==> src/rtl/fetch_sequencer_pkg.sv <==
// Shared definitions for the accumulator CPU control path: opcodes, instruction
// field positions, sequencer states and instruction classification.
package cpuPkg;

  localparam logic [3:0] OP_SETC      = 4'h0;
  localparam logic [3:0] OP_INPUT     = 4'h1;
  localparam logic [3:0] OP_COPY      = 4'h2;
  localparam logic [3:0] OP_ADD       = 4'h4;
  localparam logic [3:0] OP_NEG       = 4'h5;
  localparam logic [3:0] OP_CGT       = 4'h6;
  localparam logic [3:0] OP_CJMP      = 4'hC;
  localparam logic [3:0] OP_ILLEGAL_D = 4'hD;
  localparam logic [3:0] OP_HALT      = 4'hE;
  localparam logic [3:0] OP_ILLEGAL_F = 4'hF;

  localparam int FIELD_W    = 4;
  localparam int OPCODE_LSB = 12;
  localparam int DEST_LSB   = 8;
  localparam int SRC1_LSB   = 4;
  localparam int SRC2_LSB   = 0;
  localparam int IMM8_W     = 8;

  typedef enum logic [2:0] {
    ST_IDLE,
    ST_FETCH,
    ST_EXEC,
    ST_HALTED,
    ST_FAULT
  } state_e;

  typedef enum logic [2:0] {
    CLS_DATAPATH,
    CLS_JUMP,
    CLS_CJMP,
    CLS_HALT,
    CLS_ILLEGAL
  } instr_class_e;

  function automatic logic [3:0] opcode_of(input logic [15:0] instr);
    return instr[OPCODE_LSB +: FIELD_W];
  endfunction

  function automatic logic [3:0] dest_of(input logic [15:0] instr);
    return instr[DEST_LSB +: FIELD_W];
  endfunction

  // A COPY into r0 is the unconditional jump; every other COPY goes to the datapath.
  function automatic instr_class_e classify(input logic [15:0] instr);
    instr_class_e cls;
    case (opcode_of(instr))
      OP_COPY:                    cls = (dest_of(instr) == 4'h0) ? CLS_JUMP : CLS_DATAPATH;
      OP_CJMP:                    cls = CLS_CJMP;
      OP_HALT:                    cls = CLS_HALT;
      OP_ILLEGAL_D, OP_ILLEGAL_F: cls = CLS_ILLEGAL;
      default:                    cls = CLS_DATAPATH;
    endcase
    return cls;
  endfunction

  function automatic logic [15:0] sat_inc16(input logic [15:0] value);
    return (value == 16'hFFFF) ? value : value + 16'd1;
  endfunction

endpackage

==> src/rtl/fetch_sequencer_branch_target.sv <==
// Next-PC computation: pc + 1 + sign-extended offset (4- or 8-bit), evaluated
// in 10 bits so that negative and past-the-end targets are both detectable.
module branch_target #(
  parameter int PC_LIMIT = 127
) (
  input  logic [7:0] pc_i,
  input  logic [7:0] offset_i,
  input  logic       wide_i,
  output logic [7:0] next_pc_o,
  output logic       out_of_range_o
);

  logic [9:0] offset_ext;
  logic [9:0] target;

  // NOTE: every output of a combinational block is assigned on every path, so no latch is inferred.
  always_comb begin
    offset_ext     = wide_i ? {{2{offset_i[7]}}, offset_i}
                            : {{6{offset_i[3]}}, offset_i[3:0]};
    target         = {2'b00, pc_i} + 10'd1 + offset_ext;
    out_of_range_o = target[9] || (target[8:0] > 9'(PC_LIMIT));
    next_pc_o      = target[7:0];
  end

endmodule

==> src/rtl/fetch_sequencer.sv <==
// Program-counter owner for the accumulator CPU: fetches, resolves jumps/HALT
// locally and hands all other instructions to the datapath over valid/ready.
module fetch_sequencer
  import cpuPkg::*;
#(
  parameter int PC_LIMIT = 127
) (
  input  logic        clk,
  input  logic        reset,
  input  logic        start,
  input  logic [7:0]  programSelect,
  input  logic [15:0] instruction,
  input  logic [7:0]  condValue,
  input  logic        execReady,
  output logic [7:0]  address,
  output logic [7:0]  programSelectLatched,
  output logic        execValid,
  output logic [15:0] execInstr,
  output logic        running,
  output logic        halted,
  output logic        fault,
  output logic [15:0] retired
);

  state_e       state_q;
  logic [7:0]   address_q;
  logic [7:0]   psel_q;
  logic [15:0]  instr_q;
  logic         exec_valid_q;
  logic [15:0]  exec_instr_q;
  logic         running_q;
  logic         halted_q;
  logic         fault_q;
  logic [15:0]  retired_q;

  instr_class_e exec_class;
  logic [7:0]   bt_offset;
  logic         bt_wide;
  logic [7:0]   next_pc_d;
  logic         next_pc_oor;
  logic         step_done;

  assign exec_class = classify(instr_q);

  // Sequential advance is a zero offset; a not-taken conditional jump is the same.
  always_comb begin
    bt_offset = 8'h00;
    bt_wide   = 1'b0;
    if (exec_class == CLS_JUMP) begin
      bt_offset = instr_q[IMM8_W-1:0];
      bt_wide   = 1'b1;
    end else if (exec_class == CLS_CJMP && condValue != 8'h00) begin
      bt_offset = {4'h0, instr_q[SRC2_LSB +: FIELD_W]};
    end
  end

  branch_target #(
    .PC_LIMIT (PC_LIMIT)
  ) u_branch_target (
    .pc_i           (address_q),
    .offset_i       (bt_offset),
    .wide_i         (bt_wide),
    .next_pc_o      (next_pc_d),
    .out_of_range_o (next_pc_oor)
  );

  assign step_done = (state_q == ST_EXEC) &&
                     ((exec_class == CLS_JUMP) || (exec_class == CLS_CJMP) ||
                      ((exec_class == CLS_DATAPATH) && exec_valid_q && execReady));

  // NOTE: state registers use non-blocking assignment so every flop samples pre-edge values.
  always_ff @(posedge clk or posedge reset) begin
    if (reset) begin
      state_q      <= ST_IDLE;
      address_q    <= '0;
      psel_q       <= '0;
      instr_q      <= '0;
      exec_valid_q <= 1'b0;
      exec_instr_q <= '0;
      running_q    <= 1'b0;
      halted_q     <= 1'b0;
      fault_q      <= 1'b0;
      retired_q    <= '0;
    end else begin
      case (state_q)
        ST_IDLE, ST_HALTED, ST_FAULT: begin
          if (start) begin
            address_q <= '0;
            retired_q <= '0;
            psel_q    <= programSelect;
            halted_q  <= 1'b0;
            if (programSelect == 8'h00) begin
              state_q   <= ST_FAULT;
              running_q <= 1'b0;
              fault_q   <= 1'b1;
            end else begin
              state_q   <= ST_FETCH;
              running_q <= 1'b1;
              fault_q   <= 1'b0;
            end
          end
        end

        ST_FETCH: begin
          instr_q <= instruction;
          state_q <= ST_EXEC;
          if (classify(instruction) == CLS_DATAPATH) begin
            exec_valid_q <= 1'b1;
            exec_instr_q <= instruction;
          end
        end

        ST_EXEC: begin
          if (step_done) begin
            exec_valid_q <= 1'b0;
            // An out-of-range next PC leaves address at the faulting instruction.
            if (next_pc_oor) begin
              state_q   <= ST_FAULT;
              running_q <= 1'b0;
              fault_q   <= 1'b1;
            end else begin
              address_q <= next_pc_d;
              retired_q <= sat_inc16(retired_q);
              state_q   <= ST_FETCH;
            end
          end else if (exec_class == CLS_HALT) begin
            retired_q <= sat_inc16(retired_q);
            state_q   <= ST_HALTED;
            running_q <= 1'b0;
            halted_q  <= 1'b1;
          end else if (exec_class == CLS_ILLEGAL) begin
            state_q   <= ST_FAULT;
            running_q <= 1'b0;
            fault_q   <= 1'b1;
          end
        end

        default: state_q <= ST_IDLE;
      endcase
    end
  end

  assign address              = address_q;
  assign programSelectLatched = psel_q;
  assign execValid            = exec_valid_q;
  assign execInstr            = exec_instr_q;
  assign running              = running_q;
  assign halted               = halted_q;
  assign fault                = fault_q;
  assign retired              = retired_q;

endmodule

==> config.mk <==
export PLATFORM = sky130hd
export DESIGN_NAME = fetch_sequencer
export DESIGN_NICKNAME = d
export VERILOG_FILES = /design/src/rtl/fetch_sequencer_pkg.sv /design/src/rtl/fetch_sequencer_branch_target.sv /design/src/rtl/fetch_sequencer.sv
export SDC_FILE = /design/constraint.sdc
export NUM_CORES = 1
export LEC_CHECK = 0
export ABC_AREA = 1
export BUFFER_PORTS_ARGS = -buffer_cell sky130_fd_sc_hd__buf_2
export CAP_MARGIN = 40
export CORE_ASPECT_RATIO = 1.2
export CORE_UTILIZATION = 50
export CTS_CLUSTER_DIAMETER = 40
export DETAILED_ROUTE_END_ITERATION = 10
export PLACE_DENSITY = 0.76
export SYNTH_ARGS = -nofsm -noshare
export SYNTH_HDL_FRONTEND = slang
export SYNTH_HIERARCHICAL = 1
export SYNTH_SLANG_ARGS = --single-unit
==> constraint.sdc <==
create_clock -name clk -period 3.01 [get_ports clk]
set_input_delay 0.7525 -clock clk [delete_from_list [all_inputs] [get_ports clk]]
set_output_delay 0.7525 -clock clk [all_outputs]
set_load 0.01 [all_outputs]
==> flow_summary.ini, run 1 <==
[timing]
holdWs_ns = 0.465
max_freq_mhz = 327
report.final.slew_viol_count = 0
period_needed_ns = 3.06
rsz0062_at_grt = yes
setup-violations-final = 16
setup_slack_ns = -0.0524
finClkSkew_ns = 0.0142
tightest_slew_ns = 0.762
relSlewSlack = 0.491
min_period_over_period = 1.02
finalHoldViolCount = 0

[power]
peakVddDrop_v = 0.000473
p_clk_frac = 0.188
p_int_mw = 2.90
power.total_mw = 4.96
power_density_nw_per_um2 = 888
p_seq_frac = 0.304
comb_power_share = 0.507
switching_power_mw = 2.06
swShare = 0.416
p_leak_nw = 2.95

[drt]
routedWlPerCell_um = 13.4
routed_wl_um = 10500
vias = 4025
drt_pass1_iterations = 5
drt_iter0_drc = 136
drtAntennaViolNets = 0
drc_errors = 0
via_per_inst = 5.15

[global_routing]
grt_max_degree = 72
overflow = 0
first_global_vias = 3703
grtUsageTotal = 0.243
grt_pass1_wl_um = 16600
antenna_found_initial = 0

[setup_path]
critPathSlowestCell = ha_4
crit_fanout = 6
worstPathCellList = buf_6 -> nor4_4 -> nand2_2 -> a21oi_4 -> nor2_4 -> nand2_4 -> nand2_4 -> ha_4 -> inv_4 -> nand2_2 -> nand2_2 -> a21oi_4 -> nand2_1 -> nand2_1 -> nand2_1 -> nor2_1 -> nand2_1 -> clkinv_2 -> nor2_1 -> nand2_1 -> nand3_4 -> clkbuf_16 -> nand2_2 -> o21ai_2
crit_type = input port to register
arrival_ns = 3.31
slowest_delay_ns = 0.29
path_delay_family = simple AND/OR/NAND/NOR gates
crit_path_start_kind = input port
critPathBufInv = 4
cp-end-kind = register
r2r_slack_ns = -0.01
critPathMostFrequentCell = nand2_1
crit_required_ns = 3.25

[yosys]
ys_types = 32
ys_seq_area_frac = 0.427
synth_edf_count = 0
yosys_warnings = 6
avgSynthCellArea_um2 = 7.37
syn-cell-area_um2 = 4160
async_reset_ff_frac = 1.00
syn_inst = 565
synth_ff_type = dfrtp_1
syn_nets = 612
synth-seq-cells = 71

[placed_design]
hpwlAfterDp_um = 7110
dpl_cell_area_um2 = 4960
port_buffers = 87
place.gp.congestion = 0.915

[clock_network]
clockRootBuffer = clkbuf_8
clockBufferDepth = 2
tritoncts = done
clock_latency_ns = 0.35
cts_made_buffers = 9
hold_buffers = 0
htree_levels = 3
clkSlewWorstSetupHoldPaths_ns = 0.08
clock_sinks = 71

[run_status]
violations = setup timing
status = finished, violations left

[layout]
drive_gt1_frac = 0.350
final_nets = 728
utilization = 0.689
layout_common_cells = 144 x nand2_1, 83 x buf_2, 75 x inv_1
n_antenna_cell = 0
final_common_cell = nand2_1
area_delta_synth_final_pct = 34.1
fin_area_um2 = 5590

[floorplan]
dieHeight_um = 102
die_w_um = 85.3
die-area_um2 = 8700
core_area_um2 = 8110
initial_core_util = 0.514
rows = 36
design.portCount = 88

[worst_hold_path]
min_path_type = input port to asynchronous set/reset pin

[job]
cap_violations = 0
## cells by family (layout without fill, tap and decap cells)
family | Yosys count | after routing | synth area share
AO/OA/AOI/OAI | 71 | 71 | 0.104
adder cells (fa/ha/maj) | 11 | 11 | 0.0349
XOR/XNOR | 5 | 5 | 0.0105
AND/OR/NAND/NOR | 309 | 309 | 0.328
flip-flops | 71 | 71 | 0.427
buffers and inverters | 98 | 219 | 0.0956
## power groups by stage
stage | logic [mW] | clock network (mW) | registers (mW)
global route | 2.78 | 1.00 | 1.55
finish | 2.52 | 0.935 | 1.51
global placement | 2.00 | 0 | 1.50
CTS | 2.06 | 0.954 | 1.50
detailed placement | 2.04 | 0 | 1.51
floorplan | 1.34 | 0 | 1.58
## synth_stat cells, types with 2 or more instances
| library cell | n | share of area |
|---|---|---|
| buf_6 | 3 | 0.0081 |
| nor2_4 | 4 | 0.011 |
| o21ai_1 | 10 | 0.012 |
| buf_2 | 3 | 0.0036 |
| inv_2 | 6 | 0.0054 |
| nand2_1 | 177 | 0.16 |
| or2_2 | 4 | 0.0060 |
| o21ai_0 | 33 | 0.040 |
| nand3b_1 | 2 | 0.0036 |
| dfrtp_1 | 71 | 0.43 |
| xnor2_1 | 2 | 0.0042 |
| nor3_1 | 3 | 0.0036 |
| nor4_1 | 2 | 0.0030 |
| inv_1 | 78 | 0.070 |
| xor2_1 | 3 | 0.0063 |
| nand4_1 | 11 | 0.017 |
| nand2_2 | 6 | 0.0090 |
| nor2_2 | 6 | 0.0090 |
| clkbuf_1 | 6 | 0.0054 |
| o21ai_2 | 17 | 0.036 |
| nand3_1 | 54 | 0.065 |
| nor2_1 | 36 | 0.032 |
| and2_1 | 2 | 0.0030 |
| ha_1 | 10 | 0.030 |
| a21oi_2 | 2 | 0.0042 |
| o21bai_1 | 3 | 0.0054 |
| a21oi_1 | 6 | 0.0072 |
## tightest hold or removal path: stages
cell and delay (ns):
buf_2 0.10, inv_2 0.06, buf_12 0.31
## metal layers
metal | routed length (um) | global-route usage | up-vias | part of all wire
li1 | - | - | 2031 | -
met2 | 5680 | 0.449 | 89 | 0.54
met1 | 4260 | 0.277 | 1888 | 0.41
met4 | 201 | 0.0962 | 0 | 0.019
met5 | 0 | 0 | - | 0
met3 | 327 | 0.0468 | 17 | 0.031
## worst paths after layout
path | end | depth (start not counted) | startpoint
setup / recovery | retired[5] | 24 | condValue[2]
hold / removal | execInstr[8] | 3 | reset
setup reg to reg | retired[5] | 23 | instr_q[14]
hold reg to reg | running | 2 | running
max in group asynchronous | programSelectLatched[1] | 3 | reset
min in group clk | running | 2 | running
## stage by stage
stage | setup WS [ns] | std cells | TNS [ns]
floorplan | -0.0465 | 565 | -0.689
global placement | -0.253 | 757 | -5.81
detailed placement | -0.338 | 757 | -7.79
CTS | 0.0201 | 773 | 0
global route | -0.234 | 781 | -5.23
finish | -0.0524 | 781 | -0.585
## registers in the layout (all words and copies together) (netlist names)
name,cells
fault,1
instr_q,16
execValid,1
execInstr,16
retired,16
running,1
programSelectLatched,8
address,8
state_q,3
halted,1
## final cells by class
| type | instances | area (um^2) |
|---|---|---|
| fillers | 674 | 2520 |
| repair buffers | 118 | 791 |
| clock buffers | 10 | 128 |
| clock inverters | 6 | 116 |
| flip-flops and latches | 71 | 1780 |
| multi-input cells | 396 | 2330 |
| inverters | 85 | 323 |
| well taps | 95 | 119 |
## what timing repair did
item / 4_1_cts / 5_1_grt
setup endpoints to repair: 16 / 28
hold endpoints to repair: 0 / 0
buffers inserted: 0 / 5
gates cloned: 0 / 4
pin swaps: 0 / 24
resized for setup: 3 / 63
Note: power is estimated with default switching activity, not from simulation.
==> inputs of run 2 (changes only) <==
--- a/config.mk
+++ b/config.mk
@@ -15,5 +15,4 @@
 export PLACE_DENSITY = 0.76
 export SYNTH_ARGS = -nofsm -noshare
 export SYNTH_HDL_FRONTEND = slang
-export SYNTH_HIERARCHICAL = 1
 export SYNTH_SLANG_ARGS = --single-unit
==> flow_summary.ini, run 2 <==
[setup_path]
arrival_ns = 3.09
crit_required_ns = 3.32
r2r_start = address[1]
crit_path_start_kind = register
r2r-end = retired[15]
crit_type = register to register
cp-end-kind = register
rr_worst_depth = 18
r2r_slack_ns = 0.22
crit_fanout = 8

[power]
power.total_mw = 4.28
switching_power_mw = 1.76
p_clk_frac = 0.213
p_seq_frac = 0.353
swShare = 0.411
comb_power_share = 0.434
power_density_nw_per_um2 = 818
peakVddDrop_v = 0.000543
p_int_mw = 2.52
p_leak_nw = 2.98

[floorplan]
dieHeight_um = 103
rows = 36
die-area_um2 = 8790
die_w_um = 85.8
initial_core_util = 0.516
core_area_um2 = 8150
design.portCount = 88

[clock_network]
clock_latency_ns = 0.36
clkSlewWorstSetupHoldPaths_ns = 0.08
hold_buffers = 0
clock_sinks = 71
htree_levels = 3
cts_made_buffers = 9
clockRootBuffer = clkbuf_8
clockBufferDepth = 2
tritoncts = done

[timing]
fin_setup_tns_ns = 0
max_freq_mhz = 359
min_period_over_period = 0.925
report.final.slew_viol_count = 0
relSlewSlack = 0.495
tightest_slew_ns = 0.757
period_needed_ns = 2.79
setup-violations-final = 0
finClkSkew_ns = 0.0106
finalHoldViolCount = 0
setup_slack_ns = 0.225

[yosys]
synth-seq-cells = 71
syn-cell-area_um2 = 4210
syn_inst = 574
avgSynthCellArea_um2 = 7.33
synth_edf_count = 0
synth_area_leaders = dfrtp_1 42%, nand2_1 15%, inv_1 7.3%
ys_types = 38
ys_seq_area_frac = 0.422
syn_nets = 622
synth_ff_type = dfrtp_1
synth_top_area_cell = dfrtp_1
yosys_warnings = 0
async_reset_ff_frac = 1.00
synth_top_area_share = 0.422
synth_common_cells = 173 x nand2_1, 82 x inv_1, 71 x dfrtp_1, 55 x nor2_1, 41 x nand3_1
yosysMostFrequentCell = nand2_1

[drt]
drt_pass1_iterations = 5
drc_errors = 0
drt_iter0_drc = 192
drtAntennaViolNets = 0
vias = 3939
routedWlPerCell_um = 11.9
routed_wl_um = 9560
via_per_inst = 4.91

[global_routing]
grt_max_degree = 38
antenna_found_initial = 0
overflow = 0
grt_pass1_wl_um = 16100
grtUsageTotal = 0.232
first_global_vias = 3829

[job]
cap_violations = 0

[run_status]
status = complete, no violations

[layout]
n_antenna_cell = 0
utilization = 0.642
area_delta_synth_final_pct = 24.4
final_nets = 731
layout_common_cells = 172 x nand2_1, 87 x buf_2, 81 x inv_1
drive_gt1_frac = 0.240
final_common_cell = nand2_1
final_cells = 802

[placed_design]
place_inst = 780
port_buffers = 87
hpwlAfterDp_um = 7260
pre_cts_slack_ns = -0.147
place.gp.congestion = 0.905

[worst_hold_path]
hold_end = running
whs_path_depth = 2
min_path_type = register to register
hp-start = running
-- run 2: area by class of cell --
cell class	count	area (um^2)
fillers	683	2920
multi-input cells	405	2090
flip-flops and latches	71	1780
repair buffers	110	658
inverters	86	323
clock buffers	14	183
well taps	114	143
clock inverters	2	60.1
-- run 2: per-layer routing --
layer / global-route usage / share of wire / vias to the layer above
li1: - / - / 2021
met1: 0.271 / 0.43 / 1804
met2: 0.402 / 0.50 / 90
met3: 0.0641 / 0.046 / 24
met4: 0.105 / 0.024 / 0
met5: 0 / 0 / -
-- run 2: timing repair --
action,in CTS,in global routing
setup endpoints to repair,0,27
setup buffers,0,5
resized for setup,0,10
-- run 2: stage by stage --
step	hold WS, ns	cell area [um^2]
after global routing	0.505	5240
final	0.478	5240
after floorplan	0.453	4210
after CTS	0.479	5130
after global placement	0.451	4880
after detailed placement	0.461	4890
-- run 2: power by group through the flow --
stage	logic, mW	clock network (mW)	registers [mW]
floorplan	1.19	0	1.58
global placement	1.72	0	1.51
finish	1.86	0.912	1.51
global route	2.12	0.961	1.55
detailed placement	1.81	0	1.52
CTS	1.82	0.928	1.50
-- run 2: how the worst max path moves through the flow --
stage,startpoint,end,slack (ns),depth (start not counted)
finish,address[1],retired[15],0.22,18
CTS,instr_q[12],state_q[2],0.15,17
floorplan,condValue[0],retired[12],0.04,21
detailed placement,condValue[1],retired[11],-0.15,21
global placement,condValue[0],retired[15],-0.03,21
global route,condValue[4],retired[3],-0.03,21
-- run 2: kinds of logic after synthesis --
group,Yosys count,share of synthesized area
flops,71,0.422
simple gates,317,0.335
buf+inv,98,0.0909
mux,2,0.00535
fa+ha+maj,12,0.0374
xor+xnor,19,0.0395
compound gates,55,0.0698
-- run 2: critical path: stages, from the launching register on --
cell and delay [ns]:
dfrtp_1 0.39, ha_1 0.19, nand3_1 0.12, nand3b_1 0.22
xor2_1 0.15, inv_1 0.05, ha_1 0.34, nand2_1 0.11
inv_1 0.06, a21oi_2 0.17, nand2_1 0.08, nand2_1 0.07
nand2_1 0.08, nor2_4 0.13, nand2_2 0.09, nand2_4 0.14
clkbuf_16 0.17, nand3_1 0.07, nand2_1 0.09
==> inputs of run 3 (changes only) <==
--- a/config.mk
+++ b/config.mk
@@ -9,10 +9,10 @@
 export BUFFER_PORTS_ARGS = -buffer_cell sky130_fd_sc_hd__buf_2
 export CAP_MARGIN = 40
 export CORE_ASPECT_RATIO = 1.2
-export CORE_UTILIZATION = 50
+export CORE_UTILIZATION = 55
 export CTS_CLUSTER_DIAMETER = 40
 export DETAILED_ROUTE_END_ITERATION = 10
-export PLACE_DENSITY = 0.76
+export PLACE_DENSITY = 0.79
 export SYNTH_ARGS = -nofsm -noshare
 export SYNTH_HDL_FRONTEND = slang
 export SYNTH_SLANG_ARGS = --single-unit
==> constraint.sdc (replaced) <==
create_clock -name clk -period 2.9 [get_ports clk]
set_input_delay 0.725 -clock clk [delete_from_list [all_inputs] [get_ports clk]]
set_output_delay 0.725 -clock clk [all_outputs]
set_load 0.01 [all_outputs]
==> flow_summary.ini, run 3 (synthesis gave the netlist of run 2 again) <==
[drt]
drt_iter0_drc = 242
vias = 4198
via_per_inst = 5.33
drc_errors = 0
routedWlPerCell_um = 13.7
routed_wl_um = 10700
drt_pass1_iterations = 5
drtAntennaViolNets = 0

[clock_network]
clkSlewWorstSetupHoldPaths_ns = 0.08
htree_levels = 3
clock_sinks = 71
tritoncts = done
clockBufferDepth = 2
clockRootBuffer = clkbuf_8
clock_latency_ns = 0.35
cts_made_buffers = 9

[job]
cap_violations = 0

[layout]
final_common_cell = nand2_1
layout_common_cells = 157 x nand2_1, 87 x buf_2, 77 x inv_1
final_nets = 740
fillCellCount = 536
drive_gt1_frac = 0.313
fin_area_um2 = 5440
area_delta_synth_final_pct = 29.2
multi_input_area_um2 = 2330
n_antenna_cell = 0
regArea_um2 = 1780

[floorplan]
dieHeight_um = 97.8
initial_core_util = 0.575
design.portCount = 88
rows = 34
core_area_um2 = 7320
die_w_um = 81.9
die-area_um2 = 8010

[placed_design]
hpwlAfterDp_um = 7240
dpl_cell_area_um2 = 4890
port_buffers = 87
place.gp.congestion = 0.939

[timing]
period_needed_ns = 2.92
report.final.slew_viol_count = 0
setup-violations-final = 7
max_freq_mhz = 342
finalHoldViolCount = 0
tightest_slew_ns = 0.592
rsz0062_at_grt = yes
min_period_over_period = 1.01
setup_slack_ns = -0.0240
relSlewSlack = 0.604
fin_setup_tns_ns = -0.0939
finClkSkew_ns = 0.0112

[setup_path]
cp-end-kind = register
critPathMostFrequentCell = nand2_1
arrival_ns = 3.21
slowest_delay_ns = 0.45
worstPathCellList = nand2_2 -> nor3_4 -> nand3_2 -> nand2_2 -> inv_1 -> nor2_2 -> ha_4 -> a21oi_2 -> nor2_1 -> nor2_2 -> nand2_1 -> nand2_1 -> nand2_1 -> nor2_4 -> nand2_4 -> nand2_8 -> clkbuf_16 -> nand3_1 -> nand2_1
crit_path_start_kind = register
critPathSlowestCell = dfrtp_1
crit_type = register to register
critPathBufInv = 2
crit_fanout = 8
path_delay_family = simple AND/OR/NAND/NOR gates
crit_required_ns = 3.19

[power]
peakVddDrop_v = 0.000797
p_leak_nw = 2.98
power_density_nw_per_um2 = 813

[global_routing]
overflow = 0
antenna_found_initial = 0
grtUsageTotal = 0.255
grt_pass1_wl_um = 16100
grt_max_degree = 48
first_global_vias = 3835

[run_status]
status = finished, violations left
violations = setup timing

[worst_hold_path]
min_path_type = input port to asynchronous set/reset pin
## run 3: timing repair
item	CTS	global route
endpoints found under the setup margin	9	28
pin swaps	1	29
gates resized for setup	1	62
hold buffers	0	0
setup buffers	1	8
cloned	0	2
## run 3: path summary, 6_finish.rpt
path,start,end,slack (ns),depth (start not counted)
max in group asynchronous,reset,instr_q[13],1.84,3
max reg2reg,instr_q[15],retired[8],-0.02,19
min reg2reg,fault,fault,0.48,2
min in group clk,fault,fault,0.48,2
min,reset,retired[15],0.42,2
max,instr_q[15],retired[8],-0.02,19
## run 3: area by class of cell
class / count / share of cell area
Tap cell: 90 / 0.0207
Clock buffer: 10 / 0.0235
Sequential cell: 71 / 0.327
Clock inverter: 6 / 0.00828
Inverter: 86 / 0.0593
Multi-Input combinational cell: 406 / 0.429
Timing Repair Buffer: 118 / 0.133
## run 3: per-stage QoR
| stage | std cells | total power, mW | hold slack (ns) | util | setup WS [ns] |
|---|---|---|---|---|---|
| detailed placement | 760 | 3.46 | 0.461 | 0.668 | -0.302 |
| finish | 787 | 4.42 | 0.418 | 0.744 | -0.0240 |
| floorplan | 574 | 2.87 | 0.453 | - | 0.0279 |
| global placement | 760 | 3.37 | 0.458 | 0.668 | -0.171 |
| CTS | 777 | 4.17 | 0.429 | 0.694 | 0.00337 |
| global route | 787 | 4.78 | 0.471 | 0.744 | -0.164 |
## run 3: per-layer routing
layer / routed length (um) / track usage
met5: 0 / 0
met4: 335 / 0.0972
met3: 486 / 0.0364
met2: 5590 / 0.437
met1: 4330 / 0.317
## run 3: power by group
part	total, mW	internal (mW)	switching [mW]
Combinational	2.14	0.788	1.35
Clock	0.710	0.315	0.395
Sequential	1.57	1.33	0.238
Total	4.42	2.44	1.99
